--- config.mk ---
export PLATFORM = sky130hd
export DESIGN_NAME = shot_frame_ctl
export DESIGN_NICKNAME = d
export VERILOG_FILES = /design/src/rtl/shot_pkg.sv /design/src/rtl/sync_edge.sv /design/src/rtl/shot_frame_ctl.sv
export SDC_FILE = /design/constraint.sdc
export NUM_CORES = 1
export LEC_CHECK = 0
export ABC_AREA = 1
export BUFFER_PORTS_ARGS = -buffer_cell sky130_fd_sc_hd__buf_4
export CAP_MARGIN = 20
export CORE_MARGIN = 1.5
export CORE_UTILIZATION = 25
export CTS_CLUSTER_DIAMETER = 150
export DETAILED_ROUTE_END_ITERATION = 8
export PLACE_DENSITY = 0.43
export SYNTH_ARGS = -nofsm -noshare
export SYNTH_HDL_FRONTEND = slang
export SYNTH_HIERARCHICAL = 1
export SYNTH_SLANG_ARGS = --single-unit
--- constraint.sdc ---
create_clock -name clk -period 3.4 [get_ports clk]
set_clock_uncertainty 0.1 [all_clocks]
set_input_delay 0.34 -clock clk [delete_from_list [all_inputs] [get_ports clk]]
set_output_delay 0.34 -clock clk [all_outputs]
set_load 0.005 [all_outputs]
--- src/rtl/shot_pkg.sv ---
// ---------------------------------------------------------------------------
// shot_pkg
// Shared definitions for the light-gun shot sequencer.
//   shot_state_t     : sequencer states
//   MAX_DARK_FRAMES  : upper bound on the number of black frames
//   cnt_width()      : bits needed to count from 0 up to a given value
// ---------------------------------------------------------------------------
package shot_pkg;

   typedef enum logic [2:0] {
      IDLE,
      WAIT_DARK,
      DARK,
      TARGET,
      RESULT,
      COOLDOWN
   } shot_state_t;

   localparam int MAX_DARK_FRAMES = 7;

   function automatic int cnt_width(input int max_val);
      return (max_val < 1) ? 1 : $clog2(max_val + 1);
   endfunction

endpackage

--- src/rtl/sync_edge.sv ---
// ---------------------------------------------------------------------------
// sync_edge
// Two-flop synchronizer for an asynchronous level, plus a registered
// rising-edge pulse. The pulse appears 3 clk edges after the raw edge.
//   clk      : clock
//   rst      : asynchronous active-high reset
//   i_async  : raw asynchronous input
//   o_level  : synchronized level
//   o_rise   : one-cycle pulse on a synchronized rising edge
// ---------------------------------------------------------------------------
module sync_edge (
   input  logic clk,
   input  logic rst,
   input  logic i_async,
   output logic o_level,
   output logic o_rise
);

   logic r_meta;
   logic r_sync;
   logic r_sync_d;
   logic r_rise;

   always_ff @(posedge clk or posedge rst) begin
      if (rst) begin
         r_meta   <= 1'b0;
         r_sync   <= 1'b0;
         r_sync_d <= 1'b0;
         r_rise   <= 1'b0;
      end else begin
         r_meta   <= i_async;
         r_sync   <= r_meta;
         r_sync_d <= r_sync;
         r_rise   <= r_sync & ~r_sync_d;
      end
   end

   assign o_level = r_sync;
   assign o_rise  = r_rise;

endmodule

--- src/rtl/shot_frame_ctl.sv ---
// ---------------------------------------------------------------------------
// shot_frame_ctl
// Sequences one light-gun shot: on an accepted trigger the screen goes black
// for DARK_FRAMES frames, then targets are drawn white for one frame, and the
// filtered photodetector decides hit or miss. Without a gun, mouse clicks are
// resolved immediately from mouse_on_target.
//   clk, rst            : clock, asynchronous active-high reset
//   frame_start         : one-cycle pulse at each frame start
//   gun_is_connected    : selects gun (1) or mouse (0) as shot source
//   gun_trigger         : raw asynchronous trigger
//   gun_photodetector   : raw asynchronous detector
//   mouse_left          : synchronous left button level
//   mouse_on_target     : cursor is over a target
//   force_black         : draw pipeline outputs all black
//   force_target        : draw pipeline outputs white targets on black
//   shot_fired          : pulse, shot accepted
//   hit, miss           : pulse, shot outcome (exactly one per resolved shot)
//   busy                : high whenever the sequencer is not idle
// ---------------------------------------------------------------------------
module shot_frame_ctl #(
   parameter int DARK_FRAMES     = 1,
   parameter int MIN_HIT_CYCLES  = 64,
   parameter int COOLDOWN_FRAMES = 15
) (
   input  logic clk,
   input  logic rst,
   input  logic frame_start,
   input  logic gun_is_connected,
   input  logic gun_trigger,
   input  logic gun_photodetector,
   input  logic mouse_left,
   input  logic mouse_on_target,
   output logic force_black,
   output logic force_target,
   output logic shot_fired,
   output logic hit,
   output logic miss,
   output logic busy
);
   import shot_pkg::*;

   localparam int RUN_W = $clog2(MIN_HIT_CYCLES + 1);
   localparam int FRM_W = cnt_width((COOLDOWN_FRAMES > MAX_DARK_FRAMES) ?
                                    COOLDOWN_FRAMES : MAX_DARK_FRAMES);
   localparam logic [RUN_W-1:0] RUN_MAX   = RUN_W'(MIN_HIT_CYCLES);
   localparam logic [FRM_W-1:0] DARK_LAST = FRM_W'(DARK_FRAMES);
   localparam logic [FRM_W-1:0] COOL_LAST = FRM_W'(COOLDOWN_FRAMES);

   logic              w_trig_rise;
   logic              w_trig_level_unused;
   logic              w_pd_level;
   logic              w_pd_rise_unused;
   logic              w_mouse_rise;
   logic              w_lit;
   logic [FRM_W-1:0]  w_frame_inc;

   shot_state_t       r_state;
   shot_state_t       w_state_nxt;
   logic              r_mouse_d;
   logic [RUN_W-1:0]  r_run_cnt;
   logic [FRM_W-1:0]  r_frame_cnt;
   logic [FRM_W-1:0]  w_frame_nxt;
   logic              r_hit_flag;
   logic              w_hit_flag_nxt;
   logic              r_ambient_flag;
   logic              w_ambient_nxt;
   logic              w_shot_nxt;
   logic              w_hit_nxt;
   logic              w_miss_nxt;

   logic              r_force_black;
   logic              r_force_target;
   logic              r_shot_fired;
   logic              r_hit;
   logic              r_miss;
   logic              r_busy;

   sync_edge u_trig_sync (
      .clk     (clk),
      .rst     (rst),
      .i_async (gun_trigger),
      .o_level (w_trig_level_unused),
      .o_rise  (w_trig_rise)
   );

   // Detector only needs the level; its edge pulse is left dangling.
   sync_edge u_pd_sync (
      .clk     (clk),
      .rst     (rst),
      .i_async (gun_photodetector),
      .o_level (w_pd_level),
      .o_rise  (w_pd_rise_unused)
   );

   assign w_mouse_rise = mouse_left & ~r_mouse_d;
   assign w_lit        = (r_run_cnt == RUN_MAX);
   assign w_frame_inc  = r_frame_cnt + FRM_W'(1);

   always_ff @(posedge clk or posedge rst) begin
      if (rst) begin
         r_state        <= IDLE;
         r_mouse_d      <= 1'b0;
         r_run_cnt      <= '0;
         r_frame_cnt    <= '0;
         r_hit_flag     <= 1'b0;
         r_ambient_flag <= 1'b0;
         r_force_black  <= 1'b0;
         r_force_target <= 1'b0;
         r_shot_fired   <= 1'b0;
         r_hit          <= 1'b0;
         r_miss         <= 1'b0;
         r_busy         <= 1'b0;
      end else begin
         r_state        <= w_state_nxt;
         r_mouse_d      <= mouse_left;
         r_frame_cnt    <= w_frame_nxt;
         r_hit_flag     <= w_hit_flag_nxt;
         r_ambient_flag <= w_ambient_nxt;
         // A light run must lie entirely inside one phase, so any state
         // change restarts it.
         if (w_state_nxt != r_state) begin
            r_run_cnt <= '0;
         end else if (w_pd_level) begin
            if (r_run_cnt != RUN_MAX) begin
               r_run_cnt <= r_run_cnt + RUN_W'(1);
            end
         end else begin
            r_run_cnt <= '0;
         end
         // Overrides and busy follow the state being entered, so they are
         // valid from the first cycle spent in that state.
         r_force_black  <= (w_state_nxt == DARK);
         r_force_target <= (w_state_nxt == TARGET);
         r_busy         <= (w_state_nxt != IDLE);
         r_shot_fired   <= w_shot_nxt;
         r_hit          <= w_hit_nxt;
         r_miss         <= w_miss_nxt;
      end
   end

   always_comb begin
      w_state_nxt    = r_state;
      w_frame_nxt    = r_frame_cnt;
      w_hit_flag_nxt = r_hit_flag;
      w_ambient_nxt  = r_ambient_flag;
      w_shot_nxt     = 1'b0;
      w_hit_nxt      = 1'b0;
      w_miss_nxt     = 1'b0;
      case (r_state)
         IDLE: begin
            // Gun has priority; mouse clicks only count with no gun present.
            if (w_trig_rise && gun_is_connected) begin
               w_state_nxt = WAIT_DARK;
               w_shot_nxt  = 1'b1;
            end else if (w_mouse_rise && !gun_is_connected) begin
               w_state_nxt    = RESULT;
               w_shot_nxt     = 1'b1;
               w_hit_flag_nxt = mouse_on_target;
               w_ambient_nxt  = 1'b0;
            end
         end
         WAIT_DARK: begin
            if (!gun_is_connected) begin
               w_state_nxt = IDLE;
            end else if (frame_start) begin
               w_state_nxt = DARK;
               w_frame_nxt = '0;
            end
         end
         DARK: begin
            if (!gun_is_connected) begin
               w_state_nxt   = IDLE;
               w_ambient_nxt = 1'b0;
               w_hit_flag_nxt = 1'b0;
            end else begin
               // Light seen on a black screen means ambient light or a
               // gun aimed at a lamp; it vetoes the hit.
               if (w_lit) w_ambient_nxt = 1'b1;
               if (frame_start) begin
                  w_frame_nxt = w_frame_inc;
                  if (w_frame_inc == DARK_LAST) w_state_nxt = TARGET;
               end
            end
         end
         TARGET: begin
            if (!gun_is_connected) begin
               w_state_nxt    = IDLE;
               w_ambient_nxt  = 1'b0;
               w_hit_flag_nxt = 1'b0;
            end else begin
               if (w_lit) w_hit_flag_nxt = 1'b1;
               if (frame_start) w_state_nxt = RESULT;
            end
         end
         RESULT: begin
            w_hit_nxt      = r_hit_flag & ~r_ambient_flag;
            w_miss_nxt     = ~(r_hit_flag & ~r_ambient_flag);
            w_hit_flag_nxt = 1'b0;
            w_ambient_nxt  = 1'b0;
            w_frame_nxt    = '0;
            w_state_nxt    = (COOLDOWN_FRAMES == 0) ? IDLE : COOLDOWN;
         end
         COOLDOWN: begin
            if (frame_start) begin
               w_frame_nxt = w_frame_inc;
               if (w_frame_inc == COOL_LAST) w_state_nxt = IDLE;
            end
         end
         default: begin
            w_state_nxt = IDLE;
         end
      endcase
   end

   assign force_black  = r_force_black;
   assign force_target = r_force_target;
   assign shot_fired   = r_shot_fired;
   assign hit          = r_hit;
   assign miss         = r_miss;
   assign busy         = r_busy;

endmodule
# Word level (Yosys, flattened, before mapping)
# Cells that the tools add are included.
# word_totals
ramBits	0
latchBits	0
memories	0
word_cells	93
reg_bits	29
rom_bits	0
# classes
n_bitwise	7
multipliers	0
reduce_logical	10
shifts	0
n_mux	34
order_cmp	0
add_sub_neg	2
div	0
n_eq_ne	22
# ops
cell	n
$mux 3	11
$mux 7	3
$pmux 3 s6	1
$mux 4	4
$pmux 4 s4	1
$ne 2x2->1 const B	7
$eq 3x2->1 const B	4
$mux 1	12
$reduce_and 5->1	2
$ne 3x3->1 const B	3
$pmux 1 s4	2
$reduce_bool 4->1	2
$add 7x1->7 const B	1
$eq 7x7->1 const B	1
$ne 7x7->1 const B	1
$eq 3x3->1 const B	2
$add 4x1->4 const B	1
$eq 4x1->1 const B	1
$eq 4x4->1 const B	1
$not 1->1	4
$reduce_and 4->1	1
$and 1x1->1	3
$eq 3x1->1 const B	1
$logic_not 3->1	1
4 further kinds	5

# Logic depth before layout (Yosys ltp)
# Gate-level depths: netlist (run 1).
# logic_depth
word_depth	8
ltp_mapped	12
depth_no_buf	12

# Cells and area by module
# The synthesis (run 1) kept the hierarchy.
# modules_own_cells
mod	seq_area_each_um2	area_per_inst_um2	cells_per_inst	n_inst
shot_frame_ctl	575.6	1377.6	169	1
sync_edge	100.1	113.9	7	2

# Worst setup path before layout (run 1)
# OpenSTA, ideal clock, no wires.
# synth_path
kind	register to register
startpoint	reg r_frame_cnt[0]
endpoint	reg r_run_cnt[6]
period_less_slack_ns	1.603
n_path_buf	0
slack_ns	1.797
setup_time_ns	0.120
path_stages_with_launch	12
arrival_ns	1.383
cell_sequence	dfrtp_1 ha_1 nand2_1 nand2_2 nor2_1 nand2_1 a21oi_4 nand2_2 nand2_1 nand2_2 nand2_4 nor2_1
# synth_via
elab_chain_cells	8
# synth_lines
element	line	source
from (decl)	shot_frame_ctl.sv:61	logic [FRM_W-1:0] r_frame_cnt;
from (signal assigned)	shot_frame_ctl.sv:116	r_frame_cnt <= w_frame_nxt;
$add 4x1->4 *	shot_frame_ctl.sv:97	assign w_frame_inc = r_frame_cnt + FRM_W'(1);
$eq 4x1->1	shot_frame_ctl.sv:181	if (w_frame_inc == DARK_LAST) w_state_nxt = TARGET;
$mux 3	shot_frame_ctl.sv:181	
$mux 3	shot_frame_ctl.sv:179	if (frame_start) begin
$mux 3	shot_frame_ctl.sv:171	if (!gun_is_connected) begin
$pmux 3 s6 *	shot_frame_ctl.sv:149	case (r_state)
named net w_state_nxt[0]	shot_frame_ctl.sv:58	shot_state_t w_state_nxt;
$ne 3x3->1 *	shot_frame_ctl.sv:121	if (w_state_nxt != r_state) begin
$ne 3x3->1 (no line) / $mux 7 (equally long branches)	n/a	
to (signal assigned)	shot_frame_ctl.sv:125	r_run_cnt <= r_run_cnt + RUN_W'(1);
to (decl)	shot_frame_ctl.sv:60	logic [RUN_W-1:0] r_run_cnt;
# The timed path passes the listed nets; every way through them passes the cells marked *.
# A chain may end at the register's enable or synchronous reset.

# Final worst setup path (run 1)
# Same ends and word-level chain as after synthesis.

==> results of run 1 <==
[metrics by stage]
stage	cell area, µm²	cells	setup slack (ns)	hold WS (ns)	total power (µW)
final	1810	274	1.58	0.0702	1160
after detailed placement	1710	264	1.60	0.122	902
after global placement	1710	264	1.61	0.118	909
after CTS	1800	273	1.59	0.0599	1180
after floorplan	1550	179	1.80	-0.0188	803
after global routing	1810	274	1.39	0.0518	1270
[cell usage in the layout, fill, tap and decap left out]
cell	count
ha_1	5
a21oi_1	5
nand2_4	1
o21ai_1	1
inv_2	2
dfrtp_1	29
clkinv_1	1
nor2_1	25
buf_4	13
o211ai_1	1
a21oi_4	1
o21ai_0	9
nand2_1	25
o22ai_1	3
o21a_1	1
nand3_1	8
nand3b_1	1
nand3_2	1
dlygate4sd3_1	1
a31oi_1	1
a21boi_0	1
clkbuf_8	5
nor3b_2	1
nand4_1	4
nor2_2	4
nand4_4	1
inv_1	28
buf_8	1
xnor2_1	1
nor2_4	2
a21oi_2	1
clkbuf_1	3
o21ai_2	1
xor2_1	5
nor3_1	2
nand2_2	5
[layer usage]
metal | share of wire | up-vias | GRT usage
li1 | - | 605 | -
met1 | 0.51 | 493 | 0.140
met2 | 0.44 | 16 | 0.168
met3 | 0.035 | 7 | 0.0367
met4 | 0.016 | 0 | 0.0407
met5 | 0 | - | 0
[worst max-delay path by stage]
stage / end / slack, ns / cells after the start
after floorplan: r_run_cnt[6] / 1.80 / 11
after global placement: r_run_cnt[0] / 1.61 / 11
after detailed placement: r_run_cnt[2] / 1.60 / 11
after CTS: r_run_cnt[2] / 1.59 / 11
after global routing: r_run_cnt[0] / 1.39 / 12
final: r_run_cnt[6] / 1.58 / 11
[power by group through the flow]
stage	Combinational, µW	Clock, µW	Sequential (µW)
3_3_place_gp	444	0	465
2_1_floorplan	362	0	442
4_1_cts	442	276	458
5_1_grt	512	296	465
6_report	438	264	458
3_5_place_dp	438	0	464
[cell type report]
class	instances	area, µm²	area share
Clock buffer	8	80.1	0.0441
Inverter	31	116	0.0641
Multi-Input combinational cell	116	676	0.372
Sequential cell	29	726	0.400
Tap cell	75	93.8	0.0517
Timing Repair Buffer	15	123	0.0676
==> run metrics, run 1 <==
status finished, final reports clean; Critical Path AT 1.88 ns; Die Area 6660 µm²; yosys warns 6; DRC 0; Slew Limit Fails 0; grt total ovfl 0; FF-to-FF Start r_frame_cnt[0]; Leak 0.000867 µW; CTS tree built; Post-CTS Setup Inserts 0; post_cts resized 0; switching portion of total power 0.383; Largest Register r_run_cnt; hold buffers post-CTS 1; share of cells above drive strength 1 0.196; RSZ-0062 raised after global routing false; syn_area_per_cell 8.63 µm²; Post-Synthesis Cells 179; critical path's top delay family simple AND/OR/NAND/NOR gates; final core utilization 0.305; setup TNS 0 ns; Post-DRT Antenna Nets 0; CTS buffer count 5; GRT Util Overall 0.109; Hold Crit Depth 1; Worst path max stage delay 0.44 ns; Fillers 644; Peak Freq 551 MHz; synthesized area 1550 µm²; drt initial violations 76; Starting Density 0.259; min Tclk post-route 1.82 ns; Critical Path, Cell by Cell ha_1 > nand2_1 > nand2_2 > nor2_1 > nand2_1 > a21oi_4 > nand2_2 > nand2_1 > nand2_2 > nand2_4 > nor2_1; Max-Cap Viols 0; Largest register FFs 7; pin count of the biggest net entering global routing 24; CP max stage cell dfrtp_1; Vias per Instance 4.09; post-detail-place hpwl 2310 µm; Vert. Die Dim 81.6 µm; largest fanout on the critical path 7; worst min-delay path class in2reg; vias in the first global route 1115; die span in x 81.6 µm; Worst Setup Path Type reg2reg; clock power share 0.227; syn_nets 192; Via Count 1121; CP Launch Type register; Tightest Pin Transition 0.445 ns; Hold Vio Cnt, Final 0; I/O Buffers 13; Final nets 211; endpoints failing setup 0; peak supply drop 0.253 mV; gpl congestion 0.815; CTS Buffer Depth 2; Setup crit end kind register; wire per inst 11.1 µm; RR Endpoint r_run_cnt[6]; NetSw 445 µW; Pre-antenna DRT Iters 4; Seq pwr share 0.395; core area 5960 µm²; first-pass GRT wire length 5310 µm; Root Buffer clkbuf_8; biggest regs r_run_cnt x7, r_frame_cnt x4, r_state x3; worst rel slew slack 0.703; period utilization 0.534; Combinational Power Share 0.377; Ports 14; worst r2r path cells 11; Worst EP required 3.46 ns; Diodes inserted 0; Clock Sinks 29; initial antenna violation count 0; Rows 28; Internal 715 µW; Area growth, synth to finish 17.4%; CP Buf/Inv Count 0; Routed WL 3030 µm; CTS H-Tree Depth 2; crit path from r_frame_cnt[0]; pwr dens 639 nW/µm²; Reg2Reg Setup Slack 1.58 ns; min-delay src gun_trigger; clock latency on the worst-skew pair 0.27 ns; clk slew on worst S/H paths 0.06 ns; hold path endpoint u_trig_sync/r_meta
Note: power is estimated with default switching activity, not from simulation.
==> inputs of run 2 (changes only) <==
- clock period: 3.4 -> 1.68 ns (I/O delays scaled with it)
==> run 2 against run 1 <==
The flow now finishes with violations (negative setup slack). Non-clock buffer count grew 17. Combinational power is 150% higher. Die area unchanged. Critical path depth did not move. Clock power grew 110%. Final cell count up 6.2%. Largest power group is now combinational logic.
==> run metrics, run 2 (synthesized netlist as in run 1, its figures left out) <==
vias in the first global route 1184 (+6.2%); RSZ-0062 raised after global routing true; Critical Path AT 1.76 ns (-0.12 ns); Clock Sinks 29 (unchanged); Root Buffer clkbuf_8; failing checks negative setup slack; design area 1990 µm² (+9.7%); Ports 14 (unchanged); worst rel slew slack 0.781 (+0.0783); wire per inst 11.0 µm (-0.56%); Routed WL 3200 µm (+5.6%); Post-DRT Antenna Nets 0 (unchanged); Worst EP required 1.75 ns (-1.71 ns); final setup margin -0.00721 ns (-1.59 ns); first-pass GRT wire length 5600 µm (+5.4%); drt initial violations 39 (-49%); Largest register FFs 7 (unchanged); setup TNS -0.0345 ns (-0.0345 ns); CTS tree built; core area 5960 µm² (unchanged); Largest Register r_run_cnt; biggest regs r_run_cnt x7, r_frame_cnt x4, r_state x3; GRT Util Overall 0.114 (+0.00516); pwr dens 1290 nW/µm² (+100%); Final Non-Filler Cells 291 (+6.2%); Starting Density 0.259 (unchanged); Vert. Die Dim 81.6 µm (unchanged); status finished, violations left; hold slack 0.123 ns (+0.0527 ns); I/O Buffers 13 (unchanged); Tightest Pin Transition 0.327 ns (-0.118 ns); share of cells above drive strength 1 0.319 (+0.123); die span in x 81.6 µm (unchanged); dpl cell area 1790 µm² (+4.8%); largest fanout on the critical path 7 (unchanged); Final nets 228 (+8.1%); Peak Freq 593 MHz (+7.6%); grt total ovfl 0 (unchanged); Worst Setup Path Type reg2reg; post-detail-place hpwl 2350 µm (+1.7%); pin count of the biggest net entering global routing 24 (unchanged); endpoints failing setup 7 (+7); CP Launch Type register; period utilization 1.00 (+0.470); CTS buffer count 5 (unchanged); Via Count 1229 (+9.6%); Rows 28 (unchanged); CTS H-Tree Depth 2 (unchanged); worst min-delay path class in2reg; peak supply drop 0.464 mV (+83%); Die Area 6660 µm² (unchanged); clk slew on worst S/H paths 0.06 ns (about the same); Diodes inserted 0 (unchanged); clock latency on the worst-skew pair 0.28 ns (about the same); CTS Buffer Depth 2 (unchanged); commonest non-fill, non-tap cell in the layout buf_4; min Tclk post-route 1.69 ns (-0.129 ns); Post-Place Cells 275 (+4.2%); initial antenna violation count 0 (unchanged); Hold Vio Cnt, Final 0 (unchanged); Slew Limit Fails 0 (unchanged); Max-Cap Viols 0 (unchanged); Leak 0.000958 µW (+11%); Setup crit end kind register; Area growth, synth to finish 28.7%; Vias per Instance 4.22 (+3.2%); DRC 0 (unchanged); gpl congestion 0.803 (-1.5%); most frequent cells in the layout buf_4 (28), inv_1 (27), dfrtp_1 (27); Pre-antenna DRT Iters 4 (unchanged)
[run 2: what timing repair did]
| action | in CTS | in global routing |
|---|---|---|
| endpoints found under the setup margin | 7 | 16 |
| resized for setup | 1 | 16 |
| pin swaps | 0 | 3 |
| hold endpoints to repair | 32 | 0 |
| setup buffers | 2 | 2 |
| hold buffers | 4 | 0 |
[run 2: area by class of cell]
type | instances | area, µm²
clock buffers | 6 | 72.6
flip-flops and latches | 29 | 728
well taps | 75 | 93.8
clock inverters | 2 | 10.0
multi-input cells | 116 | 716
repair buffers | 32 | 250
inverters | 31 | 119
fillers | 628 | 3970
[run 2: power by group]
| part | internal (µW) | switching, µW |
|---|---|---|
| Sequential | 824 | 108 |
| Combinational | 462 | 619 |
| Clock | 286 | 264 |
[run 2: stage by stage]
step	worst slack (ns)	total power (µW)	util
6_report	-0.00721	2560	0.334
5_1_grt	-0.149	2780	0.334
2_1_floorplan	0.0767	1630	-
3_3_place_gp	-0.0153	1920	0.301
3_5_place_dp	-0.0130	1910	0.301
4_1_cts	0.00240	2520	0.324
[run 2: layer usage]
layer / up-vias / wire length, µm / global-route usage
met1: 565 / 1570 / 0.149
met3: 5 / 138 / 0.0400
li1: 638 / - / -
met2: 21 / 1440 / 0.170
met4: 0 / 57 / 0.0458
met5: - / 0 / 0
[run 2: critical path: stages, from the launching register on]
cell	delay (ns)
dfrtp_1	0.41
ha_2	0.20
nand2_1	0.07
nand2_2	0.07
nor2_2	0.09
nand2_2	0.09
a21oi_4	0.20
nand2_2	0.08
nand2_2	0.06
nand2_2	0.06
nand2_4	0.10
nor2_1	0.05
[run 2: worst paths after layout]
kind                                   from                end  slack [ns]  cells after the start
setup / recovery             r_frame_cnt[0]       r_run_cnt[5]      -0.007                     11
hold / removal             gun_is_connected       force_target        0.12                      3
setup reg to reg             r_frame_cnt[0]       r_run_cnt[5]      -0.007                     11
hold reg to reg            u_pd_sync/r_meta  u_pd_sync/o_level        0.25                      0
max in group asynchronous               rst         r_state[0]        0.82                      4
min in group asynchronous               rst  u_pd_sync/o_level        0.21                      3
